--- src/rtl/game_control_fsm.sv ---
// Top-level game sequencer: steps the data path through title, three stages
// (intro, tower placement, play, stage clear) and the win/loss end screens.
module game_control_fsm #(
  parameter int unsigned PLAY_TIMEOUT = 0,
  parameter int unsigned TIMER_W      = 32
) (
  input  logic       clk,
  input  logic       resetn,
  input  logic       start,
  input  logic       start_display_done,
  input  logic       stage_1_begin_done,
  input  logic       stage_2_begin_done,
  input  logic       stage_3_begin_done,
  input  logic       stage_1_tower_done,
  input  logic       stage_2_tower_done,
  input  logic       stage_3_tower_done,
  input  logic       stage_1_car_done,
  input  logic       stage_2_car_done,
  input  logic       stage_3_car_done,
  input  logic       stage_1_end_display_done,
  input  logic       stage_2_end_display_done,
  input  logic       stage_3_end_display_done,
  input  logic       game_over_feedback,
  output logic       wait_start,
  output logic       stage_1_begin,
  output logic       stage_2_begin,
  output logic       stage_3_begin,
  output logic       stage_1_draw_tower,
  output logic       stage_2_draw_tower,
  output logic       stage_3_draw_tower,
  output logic       stage_1_in_progress,
  output logic       stage_2_in_progress,
  output logic       stage_3_in_progress,
  output logic       stage_1_done,
  output logic       stage_2_done,
  output logic       stage_3_done,
  output logic       win,
  output logic       game_over,
  output logic [1:0] stage_num,
  output logic       timeout_flag
);

  typedef enum logic [3:0] {
    S_WAIT_START = 4'd0,
    S_BEGIN1     = 4'd1,
    S_BEGIN2     = 4'd2,
    S_BEGIN3     = 4'd3,
    S_TOWER1     = 4'd4,
    S_TOWER2     = 4'd5,
    S_TOWER3     = 4'd6,
    S_PLAY1      = 4'd7,
    S_PLAY2      = 4'd8,
    S_PLAY3      = 4'd9,
    S_DONE1      = 4'd10,
    S_DONE2      = 4'd11,
    S_DONE3      = 4'd12,
    S_WIN        = 4'd13,
    S_GAME_OVER  = 4'd14
  } state_t;

  localparam bit                 WD_EN   = (PLAY_TIMEOUT != 0);
  localparam logic [TIMER_W-1:0] WD_LAST = TIMER_W'(WD_EN ? PLAY_TIMEOUT - 1 : 0);

  state_t               state, next_state;
  logic                 start_q, start_rise;
  logic [TIMER_W-1:0]   wd_cnt;
  logic                 in_play, next_in_play, wd_expire, wd_fire;
  logic [3:1]           begin_done, tower_done, car_done, end_done;

  assign begin_done = {stage_3_begin_done, stage_2_begin_done, stage_1_begin_done};
  assign tower_done = {stage_3_tower_done, stage_2_tower_done, stage_1_tower_done};
  assign car_done   = {stage_3_car_done, stage_2_car_done, stage_1_car_done};
  assign end_done   = {stage_3_end_display_done, stage_2_end_display_done,
                       stage_1_end_display_done};

  // A held key produces one rise only; the level must drop before it counts again.
  assign start_rise   = start & ~start_q;
  assign in_play      = (state == S_PLAY1) || (state == S_PLAY2) || (state == S_PLAY3);
  assign next_in_play = (next_state == S_PLAY1) || (next_state == S_PLAY2) ||
                        (next_state == S_PLAY3);
  assign wd_expire    = WD_EN && in_play && (wd_cnt == WD_LAST);

  // NOTE: every signal driven here gets a default first so no path leaves it
  // unassigned, which would otherwise infer a latch.
  always_comb begin
    next_state = state;
    wd_fire    = 1'b0;
    case (state)
      S_WAIT_START: if (start_display_done && start_rise) next_state = S_BEGIN1;
      S_BEGIN1:     if (begin_done[1]) next_state = S_TOWER1;
      S_BEGIN2:     if (begin_done[2]) next_state = S_TOWER2;
      S_BEGIN3:     if (begin_done[3]) next_state = S_TOWER3;
      S_TOWER1:     if (tower_done[1]) next_state = S_PLAY1;
      S_TOWER2:     if (tower_done[2]) next_state = S_PLAY2;
      S_TOWER3:     if (tower_done[3]) next_state = S_PLAY3;
      // Loss beats stage clear, and stage clear beats the watchdog.
      S_PLAY1: begin
        if (game_over_feedback) next_state = S_GAME_OVER;
        else if (car_done[1])   next_state = S_DONE1;
        else if (wd_expire) begin
          next_state = S_GAME_OVER;
          wd_fire    = 1'b1;
        end
      end
      S_PLAY2: begin
        if (game_over_feedback) next_state = S_GAME_OVER;
        else if (car_done[2])   next_state = S_DONE2;
        else if (wd_expire) begin
          next_state = S_GAME_OVER;
          wd_fire    = 1'b1;
        end
      end
      S_PLAY3: begin
        if (game_over_feedback) next_state = S_GAME_OVER;
        else if (car_done[3])   next_state = S_DONE3;
        else if (wd_expire) begin
          next_state = S_GAME_OVER;
          wd_fire    = 1'b1;
        end
      end
      S_DONE1:      if (end_done[1] && start_rise) next_state = S_BEGIN2;
      S_DONE2:      if (end_done[2] && start_rise) next_state = S_BEGIN3;
      S_DONE3:      if (end_done[3]) next_state = S_WIN;
      S_WIN,
      S_GAME_OVER:  if (start_rise) next_state = S_WAIT_START;
      default:      next_state = S_WAIT_START;
    endcase
  end

  // NOTE: registered state is updated with non-blocking assignments so every
  // flop samples the pre-edge values of the others.
  always_ff @(posedge clk or negedge resetn) begin
    if (!resetn) begin
      state        <= S_WAIT_START;
      start_q      <= 1'b0;
      stage_num    <= 2'd0;
      timeout_flag <= 1'b0;
      wd_cnt       <= '0;
    end else begin
      state   <= next_state;
      start_q <= start;

      case (next_state)
        S_WAIT_START: stage_num <= 2'd0;
        S_BEGIN1:     stage_num <= 2'd1;
        S_BEGIN2:     stage_num <= 2'd2;
        S_BEGIN3:     stage_num <= 2'd3;
        default:      stage_num <= stage_num;
      endcase

      if (wd_fire)                           timeout_flag <= 1'b1;
      else if (next_state == S_WAIT_START)   timeout_flag <= 1'b0;

      // Staying in play counts up; entering play or any other state restarts at 0.
      if (WD_EN && in_play && next_in_play) wd_cnt <= wd_cnt + TIMER_W'(1);
      else                                  wd_cnt <= '0;
    end
  end

  assign wait_start          = (state == S_WAIT_START);
  assign stage_1_begin       = (state == S_BEGIN1);
  assign stage_2_begin       = (state == S_BEGIN2);
  assign stage_3_begin       = (state == S_BEGIN3);
  assign stage_1_draw_tower  = (state == S_TOWER1);
  assign stage_2_draw_tower  = (state == S_TOWER2);
  assign stage_3_draw_tower  = (state == S_TOWER3);
  assign stage_1_in_progress = (state == S_PLAY1);
  assign stage_2_in_progress = (state == S_PLAY2);
  assign stage_3_in_progress = (state == S_PLAY3);
  assign stage_1_done        = (state == S_DONE1);
  assign stage_2_done        = (state == S_DONE2);
  assign stage_3_done        = (state == S_DONE3);
  assign win                 = (state == S_WIN);
  assign game_over           = (state == S_GAME_OVER);

endmodule
--- config.mk ---
export PLATFORM = sky130hd
export DESIGN_NAME = game_control_fsm
export DESIGN_NICKNAME = d
export VERILOG_FILES = /design/src/rtl/game_control_fsm.sv
export SDC_FILE = /design/constraint.sdc
export NUM_CORES = 1
export LEC_CHECK = 0
export CAP_MARGIN = 5
export CORE_AREA = 2 2 49 51
export DETAILED_ROUTE_END_ITERATION = 7
export DIE_AREA = 0 0 51 53
export HOLD_SLACK_MARGIN = 0.12
export PLACE_DENSITY_LB_ADDON = 0.12
export SLEW_MARGIN = 20
export SYNTH_ARGS = -nofsm -noshare
export SYNTH_HDL_FRONTEND = slang
export SYNTH_SLANG_ARGS = --single-unit
--- constraint.sdc ---
create_clock -name clk -period 1.6 [get_ports clk]
set_input_delay 0.32 -clock clk [delete_from_list [all_inputs] [get_ports clk]]
set_output_delay 0.32 -clock clk [all_outputs]
set_load 0.01 [all_outputs]
==> impl_results.html <==
<table>
<tr><th>Metric</th><th>Value</th></tr>
<tr><th colspan="2">Run status</th></tr>
<tr><td>Outcome</td><td>finished, violations left</td></tr>
<tr><td>Failing checks</td><td>negative setup slack</td></tr>
<tr><th colspan="2">STA</th></tr>
<tr><td>Final setup skew</td><td>approximately 0.0060 ns</td></tr>
<tr><td>Crit share post-route</td><td>1.133</td></tr>
<tr><td>Final setup viols</td><td>11</td></tr>
<tr><td>Maximum clock frequency</td><td>551.5 MHz</td></tr>
<tr><td>Max Transition Viols Final</td><td>0</td></tr>
<tr><td>Worst Slack Setup Final</td><td>-0.2134 ns</td></tr>
<tr><td>Accumulated negative setup slack</td><td>-0.7025 ns</td></tr>
<tr><td>Crit path time final</td><td>between 1.5 and 2 ns</td></tr>
<tr><td>Final hold viol count</td><td>0</td></tr>
<tr><td>Setup repair after global routing missed its margin</td><td>yes</td></tr>
<tr><th colspan="2">Power and ir drop</th></tr>
<tr><td>Static Leakage</td><td>about 0.68 nW</td></tr>
<tr><td>Max rail drop VDD</td><td>about 1300 uV</td></tr>
<tr><td>Power per unit of standard cell area</td><td>2063 nW/um2</td></tr>
<tr><td>Combinational Power Share</td><td>0.834</td></tr>
<tr><td>Relative contribution of sequential cells to total power</td><td>0.117</td></tr>
<tr><td>Net switching power</td><td>1.415 mW</td></tr>
<tr><td>Net switching share of the total power</td><td>0.4402</td></tr>
<tr><td>Clock network fraction of total power</td><td>0.049</td></tr>
<tr><td>Internal Dissipation</td><td>around 1.8 mW</td></tr>
<tr><th colspan="2">CTS</th></tr>
<tr><td>Clk_lat worst skew</td><td>between 0.2 and 0.3 ns</td></tr>
<tr><td>Root buffer selected by CTS</td><td>clkbuf_4</td></tr>
<tr><td>Clock-pin slew of the registers on the worst-case setup and hold paths</td><td>0.05 ns</td></tr>
<tr><td>Maximum level of the CTS H-tree</td><td>1</td></tr>
<tr><td>CTS sink cnt</td><td>7</td></tr>
<tr><td>Worst-case clock buffer depth</td><td>2</td></tr>
<tr><td>Total clock buffers created by CTS</td><td>3</td></tr>
<tr><td>Number of buffers inserted by hold repair at cts</td><td>0</td></tr>
<tr><td>Clock tree from TritonCTS</td><td>built</td></tr>
<tr><th colspan="2">Worst setup path</th></tr>
<tr><td>CP startpoint</td><td>state[0]</td></tr>
<tr><td>Crit path top cell by count</td><td>buf_6</td></tr>
<tr><td>End of the worst register-to-register path</td><td>stage_num[0]</td></tr>
<tr><td>WS Path Type</td><td>flop to flop</td></tr>
<tr><td>WP data arrival</td><td>about 2.0 ns</td></tr>
<tr><td>Reg2Reg Setup Slack</td><td>-0.21 ns</td></tr>
<tr><td>Data required time of the critical path</td><td>1.73 ns</td></tr>
<tr><td>CP endpoint kind</td><td>flop</td></tr>
<tr><td>Number of cells on the worst reg-to-reg path</td><td>7</td></tr>
<tr><td>Cell Chain, Critical Path</td><td>buf_6, buf_6, buf_4, nor2b_1, a211oi_2, nand4b_1, mux2_4</td></tr>
<tr><td>CP Buf/Inv Count</td><td>3</td></tr>
<tr><td>Critical path's top delay family</td><td>buffers and inverters</td></tr>
<tr><td>Startpoint of the worst register-to-register path</td><td>state[0]</td></tr>
<tr><td>Total number of cells along the worst setup path</td><td>7</td></tr>
<tr><td>Slowest-stage cell, CP</td><td>dfrtp_1</td></tr>
<tr><td>Worst setup path end</td><td>stage_num[0]</td></tr>
<tr><td>Highest cell delay on the worst timing path</td><td>0.42 ns</td></tr>
<tr><td>Highest net fanout along the worst path</td><td>5</td></tr>
<tr><td>Setup crit start kind</td><td>flop</td></tr>
<tr><th colspan="2">Hold path</th></tr>
<tr><td>Worst hold path type</td><td>input pin to async pin</td></tr>
<tr><th colspan="2">Yosys</th></tr>
<tr><td>Xor/xnor cell area share of the yosys netlist</td><td>0</td></tr>
<tr><td>Simple-gate share of the synthesized area</td><td>0.3664</td></tr>
<tr><td>YS warnings</td><td>0</td></tr>
<tr><td>Compound-cell area share of the yosys netlist</td><td>0.2370</td></tr>
<tr><td>Net Count, Synth</td><td>approximately 120</td></tr>
<tr><td>Async S/R FF share, synth</td><td>1.000</td></tr>
<tr><td>Adder-cell area share of the yosys netlist</td><td>0</td></tr>
<tr><td>Main flop type after synthesis</td><td>dfrtp_1</td></tr>
<tr><td>Post-Syn Area per Cell</td><td>approximately 7.4 um2</td></tr>
<tr><td>Count of different cell masters after synthesis</td><td>36</td></tr>
<tr><td>EDFF count, synth</td><td>0</td></tr>
<tr><td>Post-synthesis cell area</td><td>~740 um2</td></tr>
<tr><td>Mux share of post-synthesis cell area</td><td>0.05714</td></tr>
<tr><td>Post-synthesis instance total</td><td>100</td></tr>
<tr><td>Number of synthesized register bits</td><td>7</td></tr>
<tr><td>Main combinational cell family by area after synthesis</td><td>simple AND/OR/NAND/NOR gates</td></tr>
<tr><td>Share of the yosys chip area belonging to registers</td><td>0.2353</td></tr>
<tr><th colspan="2">Drt</th></tr>
<tr><td>Routed wire length per instance</td><td>15.32 um</td></tr>
<tr><td>Via density</td><td>approximately 5.3</td></tr>
<tr><td>Wire length reported by the detailed router</td><td>2973 um</td></tr>
<tr><td>Routed via count</td><td>approximately 1.0k</td></tr>
<tr><td>Detailed-route DRC error count</td><td>0</td></tr>
<tr><td>Iter 0 DRT Violations</td><td>9</td></tr>
<tr><td>Count of nets left with antenna violations after detail routing</td><td>0</td></tr>
<tr><td>1st-pass router iterations</td><td>4</td></tr>
<tr><th colspan="2">Global route</th></tr>
<tr><td>GRT overflow</td><td>0</td></tr>
<tr><td>Total GRT Usage</td><td>0.2049</td></tr>
<tr><td>Global-route wire length before repair</td><td>4257 um</td></tr>
<tr><td>Initial antenna violation count</td><td>0</td></tr>
<tr><td>Via count of the first global-routing pass</td><td>942</td></tr>
<tr><td>Pin count of the biggest net entering global routing</td><td>13</td></tr>
<tr><th colspan="2">Cells and area</th></tr>
<tr><td>Count of inserted antenna diode cells</td><td>0</td></tr>
<tr><td>Filler cells</td><td>169</td></tr>
<tr><td>Layout area overhead</td><td>109.2%</td></tr>
<tr><td>Design Area, Final</td><td>1558 um2</td></tr>
<tr><td>Sequential cell area</td><td>~180 um2</td></tr>
<tr><td>Final net count</td><td>approximately 180</td></tr>
<tr><td>Combined area of the multi-input logic cells</td><td>around 700 um2</td></tr>
<tr><td>Fraction of final layout cells with drive strength greater than 1</td><td>0.5422</td></tr>
<tr><th colspan="2">Floorplanning</th></tr>
<tr><td>Initial cell density of the core</td><td>0.3465</td></tr>
<tr><td>Die width</td><td>around 51 um</td></tr>
<tr><td>Die Area</td><td>2703 um2</td></tr>
<tr><td>Floorplan row count</td><td>17</td></tr>
<tr><td>Die H</td><td>~53 um</td></tr>
<tr><td>Floorplan core area</td><td>around 2100 um2</td></tr>
<tr><td># IOs</td><td>35</td></tr>
<tr><th colspan="2">Flow run</th></tr>
<tr><td>MaxCap Viol Count</td><td>0</td></tr>
<tr><th colspan="2">Placement</th></tr>
<tr><td>Placed wire-length estimate after detailed placement</td><td>approximately 1900 um</td></tr>
<tr><td>Standard cell area after detailed placement</td><td>1264 um2</td></tr>
<tr><td>Port Buffer Count</td><td>33</td></tr>
<tr><td>Placement Setup Slack</td><td>-0.4931 ns</td></tr>
<tr><td>GP Congestion</td><td>slightly above 0.9</td></tr>
</table>
-- cells by family (layout without fill, tap and decap cells) --
logic type	after synthesis	count (layout)
flops	7	7
mux	4	4
compound gates	26	26
buf+inv	13	79
simple gates	49	49
other cells	1	1
-- stage by stage --
step                power, mW  utilization  instances  hold WS (ns)
finish                  3.214       0.7251        194        0.3282
global route            3.397       0.7251        194        0.3356
CTS                     2.583       0.6255        185        0.3255
detailed placement      2.191       0.5882        178        0.4886
global placement        2.173       0.5882        178        0.4823
floorplan               1.344            -        100       0.02441
-- power by group through the flow --
stage | registers [mW] | logic, mW | clock network [mW]
after floorplan | 0.351 | 0.993 | 0
after global placement | 0.360 | 1.81 | 0
after detailed placement | 0.361 | 1.83 | 0
after CTS | 0.366 | 2.05 | 0.167
after global routing | 0.385 | 2.84 | 0.172
final | 0.375 | 2.68 | 0.159
-- metal layers --
layer | part of all wire | global-route usage | vias up
li1 | - | - | 500
met1 | 0.42 | 0.2504 | 475
met2 | 0.52 | 0.3766 | 43
met3 | 0.051 | 0.01695 | 7
met4 | 0.016 | 0.06757 | 0
met5 | 0 | 0 | -
-- registers in the layout, summed over array words and instances (netlist names) --
register and flops:
state 4, start_q 1, stage_num 2
-- layout make-up --
cell class | instances | share of cell area
Multi-Input combinational cell | 80 | 0.4482
Timing Repair Buffer | 71 | 0.3888
Sequential cell | 7 | 0.1141
Tap cell | 28 | 0.02249
Clock buffer | 4 | 0.01687
Inverter | 4 | 0.009639
-- worst min-delay path by stage --
stage / from / slack (ns) / depth (start not counted) / to
after floorplan: resetn / 0.02 / 0 / stage_num[0]
after global routing: resetn / 0.34 / 1 / state[2]
after CTS: resetn / 0.33 / 1 / state[2]
after global placement: stage_num[1] / 0.48 / 1 / stage_num[1]
after detailed placement: stage_num[0] / 0.49 / 1 / stage_num[0]
final: resetn / 0.33 / 1 / state[2]
-- cell usage after synthesis (2+ instances only) --
cell / count / area, um2
buf_6: 2 / 22.52
nor2_1: 13 / 48.80
nand4b_1: 2 / 17.52
o31ai_1: 2 / 15.01
nand4bb_1: 3 / 33.78
a211oi_1: 2 / 15.01
mux2i_1: 2 / 20.02
nor3_1: 6 / 30.03
o32ai_1: 2 / 17.52
nand3b_1: 3 / 22.52
mux2_1: 2 / 22.52
buf_2: 5 / 25.02
nor2b_1: 2 / 12.51
o221ai_1: 2 / 17.52
nand2_1: 8 / 30.03
a21oi_1: 3 / 15.01
nand2b_1: 6 / 37.54
dfrtp_1: 7 / 175.2
o21ai_1: 4 / 20.02
o21ai_0: 5 / 25.02
inv_1: 4 / 15.01
-- timing repair --
action,CTS,global route
gates resized for setup,81,40
endpoints found under the setup margin,18,16
setup buffers,4,9
pin swaps,9,12
hold endpoints to repair,0,0
-- cells in the final DEF (no fill, tap or decap), types with 3 or more instances in the layout --
cell,count
buf_4,22
clkdlybuf4s50_1,17
buf_6,17
buf_2,13
nor2_1,8
nor3_2,6
nand2_1,6
nand2b_4,5
o21ai_1,5
dfrtp_1,5
nor2_2,4
inv_1,4
nand3b_1,3
o21ai_0,3
clkbuf_4,3
Power figures use the tool's default switching activity.
